==> src/rtl/corescore_reset_seq.sv <==
// Staggered reset fan-out: stretches the generator reset, then releases NUM_STAGES groups GAP cycles apart; debounced button restarts it.
// Latency: o_rst[0] falls STRETCH cycles after i_rst falls, o_ready one cycle after the last group; button adds 2+DEBOUNCE cycles.
// Backpressure: none; free-running sequencer, all outputs registered.
module corescore_reset_seq #(
    parameter int STRETCH    = 16,
    parameter int GAP        = 8,
    parameter int NUM_STAGES = 4,
    parameter int DEBOUNCE   = 1024
) (
    input  logic                  i_clk,
    input  logic                  i_rst,
    input  logic                  i_btn,
    output logic [NUM_STAGES-1:0] o_rst,
    output logic                  o_ready
);

    localparam int MAX_A = (STRETCH > GAP) ? STRETCH : GAP;
    localparam int MAX_C = (MAX_A > DEBOUNCE) ? MAX_A : DEBOUNCE;
    localparam int CW    = $clog2(MAX_C + 1);
    localparam int SW    = (NUM_STAGES > 1) ? $clog2(NUM_STAGES) : 1;

    typedef enum logic [1:0] {
        ST_HOLD,
        ST_STRETCH,
        ST_STAGGER,
        ST_RUN
    } state_t;

    state_t                  state, state_nxt;
    logic [CW-1:0]           cnt, cnt_nxt;
    logic [SW-1:0]           stage, stage_nxt;
    logic [NUM_STAGES-1:0]   rst_nxt;
    logic                    ready_nxt;

    logic                    btn_meta;
    logic                    btn_sync;
    logic [CW-1:0]           deb_cnt;
    logic                    deb_armed;
    logic                    btn_evt;

    // Button path: two-flop synchronizer, saturating debounce counter, one-shot event.
    always_ff @(posedge i_clk) begin
        if (i_rst) begin
            btn_meta  <= 1'b0;
            btn_sync  <= 1'b0;
            deb_cnt   <= '0;
            deb_armed <= 1'b1;
            btn_evt   <= 1'b0;
        end else begin
            btn_meta <= i_btn;
            btn_sync <= btn_meta;
            btn_evt  <= 1'b0;
            if (!btn_sync) begin
                deb_cnt   <= '0;
                deb_armed <= 1'b1;
            end else begin
                if (deb_cnt != CW'(DEBOUNCE - 1)) begin
                    deb_cnt <= deb_cnt + CW'(1);
                end
                if (deb_cnt == CW'(DEBOUNCE - 1) && deb_armed) begin
                    btn_evt   <= 1'b1;
                    deb_armed <= 1'b0;
                end
            end
        end
    end

    always_ff @(posedge i_clk) begin
        if (i_rst) begin
            state   <= ST_HOLD;
            cnt     <= '0;
            stage   <= '0;
            o_rst   <= '1;
            o_ready <= 1'b0;
        end else begin
            state   <= state_nxt;
            cnt     <= cnt_nxt;
            stage   <= stage_nxt;
            o_rst   <= rst_nxt;
            o_ready <= ready_nxt;
        end
    end

    always_comb begin
        state_nxt = state;
        cnt_nxt   = cnt;
        stage_nxt = stage;
        rst_nxt   = o_rst;
        ready_nxt = o_ready;
        case (state)
            ST_HOLD: begin
                rst_nxt   = '1;
                ready_nxt = 1'b0;
                cnt_nxt   = '0;
                stage_nxt = '0;
                state_nxt = ST_STRETCH;
            end
            ST_STRETCH: begin
                if (btn_evt) begin
                    state_nxt = ST_HOLD;
                    rst_nxt   = '1;
                    ready_nxt = 1'b0;
                    cnt_nxt   = '0;
                    stage_nxt = '0;
                end else if (cnt == CW'(STRETCH - 1)) begin
                    rst_nxt[0] = 1'b0;
                    stage_nxt  = SW'(1);
                    cnt_nxt    = '0;
                    state_nxt  = (NUM_STAGES == 1) ? ST_RUN : ST_STAGGER;
                end else begin
                    cnt_nxt = cnt + CW'(1);
                end
            end
            ST_STAGGER: begin
                if (btn_evt) begin
                    state_nxt = ST_HOLD;
                    rst_nxt   = '1;
                    ready_nxt = 1'b0;
                    cnt_nxt   = '0;
                    stage_nxt = '0;
                end else if (cnt == CW'(GAP - 1)) begin
                    rst_nxt[stage] = 1'b0;
                    cnt_nxt        = '0;
                    if (stage == SW'(NUM_STAGES - 1)) begin
                        state_nxt = ST_RUN;
                    end else begin
                        stage_nxt = stage + SW'(1);
                    end
                end else begin
                    cnt_nxt = cnt + CW'(1);
                end
            end
            ST_RUN: begin
                if (btn_evt) begin
                    state_nxt = ST_HOLD;
                    rst_nxt   = '1;
                    ready_nxt = 1'b0;
                    cnt_nxt   = '0;
                    stage_nxt = '0;
                end else begin
                    ready_nxt = 1'b1;
                end
            end
            default: begin
                state_nxt = ST_HOLD;
                rst_nxt   = '1;
                ready_nxt = 1'b0;
            end
        endcase
    end

endmodule

==> config.mk <==
export PLATFORM = sky130hd
export DESIGN_NAME = corescore_reset_seq
export DESIGN_NICKNAME = d
export VERILOG_FILES = /design/src/rtl/corescore_reset_seq.sv
export SDC_FILE = /design/constraint.sdc
export NUM_CORES = 1
export LEC_CHECK = 0
export ABC_CLOCK_PERIOD_IN_PS = 2000
export CAP_MARGIN = 20
export CORE_ASPECT_RATIO = 0.9
export CORE_MARGIN = 3
export CORE_UTILIZATION = 45
export CTS_CLUSTER_SIZE = 12
export DETAILED_ROUTE_END_ITERATION = 8
export SLEW_MARGIN = 20
export SYNTH_ARGS = -nofsm -noshare
export SYNTH_HDL_FRONTEND = slang
export SYNTH_SLANG_ARGS = --single-unit
==> constraint.sdc <==
create_clock -name i_clk -period 2 [get_ports i_clk]
set_input_delay 0.4 -clock i_clk [delete_from_list [all_inputs] [get_ports i_clk]]
set_output_delay 0.4 -clock i_clk [all_outputs]
set_load 0.02 [all_outputs]
-- Word level (Yosys, flattened, before mapping)
Index checks and enable logic that the tools add are counted.
- logic and storage cells: 75
- bits of input ports: 3
- flip-flop bits (word level): 35
- bitwise gates (word level): 3
- add/subtract/negate cells: 3
- reductions and logical operators: 9
- multiplexer cells: 32
- equality and inequality tests: 15
- $lt $le $gt $ge: 2
- operator list (kind ; count):
    11-bit two-way mux ; 5
    11-bit one-hot mux with 4 select lines ; 1
    11-bit by 1-bit adder with 11-bit output (second input constant) ; 2
    2-bit two-way mux ; 11
    2-bit one-hot mux with 4 select lines ; 2
    4-bit one-hot mux with 4 select lines ; 1
    4-bit two-way mux ; 3
    3-bit inequality test (second input constant) ; 4
    11-bit by 10-bit == test with 1-bit output (second input constant) ; 1
    11-bit by 3-bit == test with 1-bit output (second input constant) ; 1
    11-bit by 4-bit == test with 1-bit output (second input constant) ; 1
    11-bit by 10-bit inequality test with 1-bit output (second input constant) ; 1
    4-bit AND reduction ; 2
    2-bit == test (second input constant) ; 3
    1-bit two-way mux ; 6
    3-bit AND reduction ; 2
    4-bit AND ; 1
    2-bit inequality test (second input constant) ; 2
    4-bit NOT ; 1
    2-bit OR reduction ; 2
    2-bit by 3-bit less-than comparator with 1-bit output (second input constant) ; 1
    3-bit two-way mux ; 1
    1-bit one-hot mux with 3 select lines ; 1
    2-bit by 1-bit adder with 2-bit output (second input constant) ; 1
    other kinds (7) ; 8

-- Logic depth before layout (Yosys ltp)
Gate-level depths: netlist of the first run.
- depth after elaboration: 9
- mapped depth: 8
- mapped depth without buffers: 7

-- Worst setup path before layout of the first run
No wires, ideal clock.
- path kind: flip-flop to flip-flop
- start: register cnt[7]
- end: register state[0]
- buffers on the path: 0
- required time: 1914 ps
- data arrival time: 1949 ps
- period minus slack after synthesis: 2035 ps
- slack: -35 ps
- cell stages (with the launch flop): 6
- library setup time: 86 ps
- cells stage by stage: dfxtp_1 -> or4_4 -> o31ai_4 -> a22oi_2 -> or3_4 -> a221oi_2
- word-level cells in the longest chain between the ends: 3
- elaborated cells on any way between the ends: 5
- classes of those cells: eq/ne (4); reduce/logical (1)
- ends and longest elaborated chain (item ; RTL line ; source):
    from (decl) ; 30 ; logic [CW-1:0] cnt, cnt_nxt;
    from (signal assigned) ; 77 ; cnt <= cnt_nxt;
    11-bit by 3-bit == test with 1-bit output / 11-bit by 4-bit == test with 1-bit output (equally long branches) ; 121, 105 ;
    3-bit inequality test (no line) ; - ;
    4-bit AND reduction (no line) * ; - ;
    to (signal assigned) ; 76 ; state <= state_nxt;
    to (decl) ; 29 ; state_t state, state_nxt;
Every way passes the cells marked *; elsewhere a longest branch is shown, timed or not.
A chain may end at the register's enable or synchronous reset.

-- Worst setup path in the final report of the first run
Same ends and word-level chain as after synthesis.

==> flow_summary_export.csv, run 1 <==
group,metric,value,unit
timing,drv_slew,0,
die,rows,21,
outcome,outcome,"finished, violations left",
power_and_ir_drop,p_clk_share,24.2,%
routing,drt_wl_total,3702,um
timing,worst_pin_slew,490.6,ps
die,die_y,65.70,um
synthesis,synth_top_cell_area_share,39.33,%
timing,hold_violations,0,
clock_network,cts_num_sinks,35,
routing,vias,1522,
global_route,grt_pass1_vias,1517,
cells_and_area,drive_gt1_share,16.38,%
clock_network,clock_latency,290,ps
routing,drtIter0Drc,77,
die,die_width,72.33,um
critical_path,crit_fanout,6,
cells_and_area,nFillCells,339,
cells_and_area,area_delta_synth_final,19.66,%
cells_and_area,mostFrequentLayoutCell,"dfxtp_1",
synthesis,synth.distinct_cells,38,
timing,setup_ws,-44.42,ps
critical_path,end_kind,"flop",
synthesis,ys_async_sr_fraction,0,%
place,place_ws,-36.22,ps
critical_path,cp.required,2190,ps
clock_network,cts_buffer_depth,2,
synthesis,synth_area,0.001782,mm^2
outcome,violations,"setup timing",
power_and_ir_drop,p_leak,0.8175,nW
clock_network,cts_tree,"built",
power_and_ir_drop,seqPwrFrac,38.6,%
timing,tns,-44.42,ps
critical_path,slowest_stage,"or4_4",
routing,ant_nets,0,
clock_network,htree_levels,2,
power_and_ir_drop,power_frac_comb,37.2,%
synthesis,synth_top_area_cell,"dfxtp_1",
synthesis,synth_cells,205,
global_route,grt_start_max_net_pins,14,
global_route,grt_util_met2,28.98,%
synthesis,synth_area_per_cell,8.691,um^2
clock_network,root_buffer,"clkbuf_8",
synthesis,synth-edff-count,0,
critical_path,max_stage_delay,570,ps
power_and_ir_drop,ir_drop,475.9,uV
critical_path,path_cells,"or4_4 -> o31ai_4 -> a22oi_2 -> or3_4 -> a221oi_2",
routing,drc_errors,0,
power_and_ir_drop,powerDensity,977.3,mW/mm^2
timing,rsz0062_at_grt,"yes",
die,pin_count,8,
cells_and_area,final_net_count,244,
clock_network,cts_buffers,5,
clock_network,postCtsHoldBufs,0,
synthesis,synth-warning-count,0,
clock_network,clkTransAtPathRegs,80,ps
timing,setup_viol,1,
timing,period_share,102.2,%
timing,relSlewSlack,67.29,%
power_and_ir_drop,swShare,34.05,%
global_route,grt_use_total,17.82,%
die,start_util,47.42,%
worst_hold_path,min_path_type,"flop to flop",
global_route,use_met1,22.83,%
synthesis,synth-seq-area-share,39.33,%
synthesis,syn-num-nets,218,
global_route,use_met3,4.281,%
synthesis,synth-main-ff-cell,"dfxtp_1",
die,dieArea,0.004751,mm^2
die,core_area,0.003757,mm^2
synthesis,ys_ff_latch,35,
routing,vias_per_cell,5.475,
critical_path,critPathKind,"flop to flop",
timing,period_needed,2044,ps
timing,fmax,489.1,MHz
global_route,grt.busiest_layer,"met2",
global_route,grt_overflow_total,0,
critical_path,startpoint_type,"flop",
timing,fin_worst_skew,11.80,ps
synthesis,synth_area_leaders,"dfxtp_1, ha_1, xor2_1, nor2_1, nand2_1",
power_and_ir_drop,internal_power,1.374,mW
routing,wl_per_cell,13.32,um
global_route,grt_pass1_wl,6720,um
cells_and_area,mostFrequentLayoutCells,"dfxtp_1, nor2_1, buf_4",
critical_path,cp.arrival,2240,ps
place,io_buffers,7,
place,gp_congestion,0.8798,
global_route,antenna_found_initial,0,
run,maxCapViolCount,0,
routing,drt_first_pass_iters,4,
cells_and_area,diodes,0,
place,dpl.hpwl,2810,um
critical_path,r2r_setup_slack,-40,ps
power_and_ir_drop,switching_power,0.7095,mW
-- kinds of logic (layout without fill, tap and decap cells) --
kind of cell,after synthesis,in the layout,share of synthesized area (%)
AO/OA/AOI/OAI,35,35,13.83
XOR/XNOR,12,12,5.899
adder cells (fa/ha/maj),10,10,7.022
buffers and inverters,14,41,2.949
flip-flops,35,35,39.33
multiplexers,6,6,3.441
AND/OR/NAND/NOR,93,93,27.53
-- power groups by stage --
stage	registers [mW]	logic [mW]	clock network (mW)
finish	0.804	0.775	0.504
global route	0.814	0.860	0.546
CTS	0.806	0.742	0.518
detailed placement	0.823	0.740	0
global placement	0.816	0.729	0
floorplan	0.864	0.447	0
-- final timing paths --
kind / start / end / depth (start not counted)
max: cnt[7] / state[0] / 5
min: btn_meta / btn_sync / 1
max reg2reg: cnt[7] / state[0] / 5
min reg2reg: btn_meta / btn_sync / 1
-- stage by stage --
step / area [um^2] / util [%] / std cells / hold slack (ps) / total power [mW]
floorplan: 1782 / - / 205 / 413.8 / 1.310
global placement: 2018 / 53.71 / 269 / 426.4 / 1.545
detailed placement: 2018 / 53.71 / 269 / 433.2 / 1.563
CTS: 2112 / 56.21 / 277 / 448.9 / 2.066
global route: 2132 / 56.74 / 278 / 471.7 / 2.220
finish: 2132 / 56.74 / 278 / 441.1 / 2.084
-- cells in the mapped netlist (6+ instances only) --
master / number
a21oi_1: 10
clkbuf_1: 6
dfxtp_1: 35
ha_1: 10
inv_1: 7
nand2_1: 17
nand2b_1: 6
nand3_1: 11
nand4_1: 7
nor2_1: 19
nor2b_1: 9
nor3_1: 7
o21ai_0: 8
xor2_1: 9
-- state kept, by name, summed over array words and instances, names as in the netlist --
| register | cells |
|---|---|
| deb_cnt | 11 |
| btn_evt | 1 |
| o_rst | 4 |
| state | 2 |
| deb_armed | 1 |
| o_ready | 1 |
| btn_meta | 1 |
| btn_sync | 1 |
| stage | 2 |
| cnt | 11 |
-- per-layer routing --
layer / wire length [um] / vias up
met5: 0 / -
met3: 108 / 4
li1: - / 778
met1: 1845 / 717
met4: 35 / 0
met2: 1713 / 23
-- critical path: cells and delay by family, from the launching register on --
family | cells | cell delay, ps
AO/OA/AOI/OAI | 3 | 650
flip-flops | 1 | 320
AND/OR/NAND/NOR | 2 | 980
-- repair_timing --
item	in CTS	in global routing
endpoints found under the setup margin	2	18
gates resized for setup	1	4
pin swaps	0	2
setup buffers	0	1
-- layout make-up --
class	count	area [um^2]	share of cell area (%)
Clock buffer	5	68.82	3.228
Clock inverter	3	20.02	0.9390
Inverter	7	26.28	1.232
Multi-Input combinational cell	156	1045	49.00
Sequential cell	35	701.9	32.92
Tap cell	46	57.56	2.700
Timing Repair Buffer	26	212.7	9.977
Note: power is estimated with default switching activity, not from simulation.
==> inputs of run 2 (changes only) <==
- CORE_ASPECT_RATIO: 0.9 -> 1.25
- HOLD_SLACK_MARGIN: unset -> 0.05
==> run 2 against run 1 <==
Compared with the run above: the run still ends with setup timing left; sequential power barely moved; fmax rose by 1.1%; cell count rose by 2.5%; clock power rose by 13%; worst setup slack improved by 22 ps; flip-flop and latch count did not move; core utilization rose by 3.0 points; critical path depth did not move; sequential share of layout area fell by 0.57 points; critical endpoint unchanged; highest routed layer unchanged; power rose by 3.1%; count of clock-buffer cells in the layout rose by 2; clock skew fell by 8.8 ps.
==> flow_summary_export.csv, run 2 (synthesis results as in run 1) <==
group,metric,value,unit
critical_path,regToRegStartpoint,"cnt[7]",
critical_path,slowest_stage,"or4_4",
global_route,grt_use_total,16.78,%
clock_network,cts_buffer_depth,2,
global_route,antenna_found_initial,0,
die,die_y,76.35,um
timing,fin_worst_skew,3.036,ps
routing,vias,1531,
timing,period_needed,2022,ps
clock_network,postCtsHoldBufs,0,
routing,met1_length,1595,um
die,start_util,49.04,%
place,place_ws,-9.665,ps
timing,worst_pin_slew,484.1,ps
die,core_area,0.003633,mm^2
outcome,violations,"setup timing",
power_and_ir_drop,p_leak,0.8294,nW
outcome,outcome,"finished, violations left",
global_route,grt_pass1_vias,1528,
worst_hold_path,hp-start,"btn_meta",
global_route,grt_start_max_net_pins,20,
critical_path,path_cells,"or4_4 -> o31ai_4 -> a22oi_2 -> or3_4 -> a221oi_2",
cells_and_area,mostFrequentLayoutCell,"dfxtp_1",
routing,drt_first_pass_iters,4,
timing,rsz0062_at_grt,"yes",
place,dpl.hpwl,2842,um
critical_path,crit_buf_inv,0,
routing,met2_length,2043,um
routing,vias_per_cell,5.372,
clock_network,cts_tree,"built",
timing,tns,-22.40,ps
global_route,grt_pass1_wl,6596,um
cells_and_area,mostFrequentLayoutCells,"dfxtp_1, nor2_1, buf_4",
worst_hold_path,min_path_type,"flop to flop",
critical_path,cp.arrival,2230,ps
place,io_buffers,7,
die,rows,24,
routing,topRoutingLayerUsed,"met4",
critical_path,crit_fanout,6,
routing,drt_wl_total,3824,um
timing,fmax,494.5,MHz
routing,wl_per_cell,13.42,um
power_and_ir_drop,ir_drop,556.1,uV
clock_network,clock_latency,280,ps
cells_and_area,diodes,0,
power_and_ir_drop,swShare,32.70,%
clock_network,cts_buffers,5,
routing,ant_nets,0,
clock_network,root_buffer,"clkbuf_8",
critical_path,max_stage_delay,570,ps
clock_network,clkTransAtPathRegs,70,ps
timing,relSlewSlack,67.73,%
die,pin_count,8,
critical_path,critPathKind,"flop to flop",
timing,hold_slack,439.2,ps
power_and_ir_drop,seqPwrFrac,37.5,%
timing,drv_slew,0,
power_and_ir_drop,power_frac_comb,36.1,%
critical_path,crit_family,"simple AND/OR/NAND/NOR gates",
critical_path,cp-startpoint,"cnt[7]",
routing,drc_errors,0,
critical_path,end_kind,"flop",
timing,period_share,101.1,%
run,maxCapViolCount,0,
cells_and_area,area_delta_synth_final,21.77,%
power_and_ir_drop,powerDensity,990.2,mW/mm^2
die,dieArea,0.004755,mm^2
cells_and_area,final_net_count,245,
clock_network,cts_num_sinks,35,
critical_path,cp.required,2200,ps
timing,hold_violations,0,
cells_and_area,reg_top3,"cnt x11, deb_cnt x11, o_rst x4",
power_and_ir_drop,switching_power,0.7025,mW
critical_path,r2r_setup_slack,-20,ps
critical_path,startpoint_type,"flop",
routing,drtIter0Drc,105,
timing,setup_viol,1,
routing,wl_met3,117,um
timing,setup_ws,-22.40,ps
cells_and_area,drive_gt1_share,16.74,%
clock_network,htree_levels,2,
power_and_ir_drop,p_clk_share,26.4,%
global_route,grt_overflow_total,0,
die,die_width,62.28,um
place,gp_congestion,0.7898,
power_and_ir_drop,internal_power,1.446,mW
[run 2: cell count changes in the layout (fill, tap and decap cells not counted), sizes merged]
| cell | previous run | this run |
|---|---|---|
| clkbuf | 5 | 7 |
| clkinv | 1 | 0 |
| clkinvlp | 2 | 1 |
| buf | 19 | 20 |
[run 2: final cells by class]
class / count / area, um^2
fill: 334 / 1464
multi-input combinational: 156 / 1040
sequential: 35 / 701.9
timing repair buffer: 27 / 232.7
clock buffer: 7 / 96.34
tap: 52 / 65.06
inverter: 7 / 26.28
clock inverter: 1 / 7.507
[run 2: worst paths after layout]
kind,endpoint,cells past startpoint
worst max register to register,state[0],5
worst min-delay path,btn_sync,1
worst max-delay path,state[0],5
worst min register to register,btn_sync,1
[run 2: per-layer routing]
metal	up-vias	track usage, %
met5	-	0
met4	0	5.960
met3	7	3.687
met2	35	31.25
met1	719	18.46
li1	770	-
[run 2: power groups by stage]
| stage | combinational (mW) | sequential, mW | clock (mW) |
|---|---|---|---|
| after floorplan | 0.447 | 0.864 | 0 |
| after global routing | 0.851 | 0.815 | 0.616 |
| after global placement | 0.734 | 0.816 | 0 |
| after detailed placement | 0.757 | 0.821 | 0 |
| final | 0.776 | 0.805 | 0.567 |
| after CTS | 0.760 | 0.806 | 0.585 |
[run 2: stage by stage]
| stage | utilization (%) | instances | power, mW | instance area, um^2 |
|---|---|---|---|---|
| floorplan | - | 205 | 1.310 | 1782 |
| global route | 59.71 | 285 | 2.282 | 2170 |
| global placement | 56.30 | 276 | 1.550 | 2046 |
| CTS | 59.16 | 284 | 2.150 | 2150 |
| detailed placement | 56.30 | 276 | 1.578 | 2046 |
| finish | 59.71 | 285 | 2.148 | 2170 |
[run 2: timing repair]
item | CTS | global route
pin swaps | 0 | 1
endpoints found under the hold margin | 0 | 0
setup buffers | 0 | 1
setup endpoints to repair | 1 | 8
resized for setup | 0 | 4
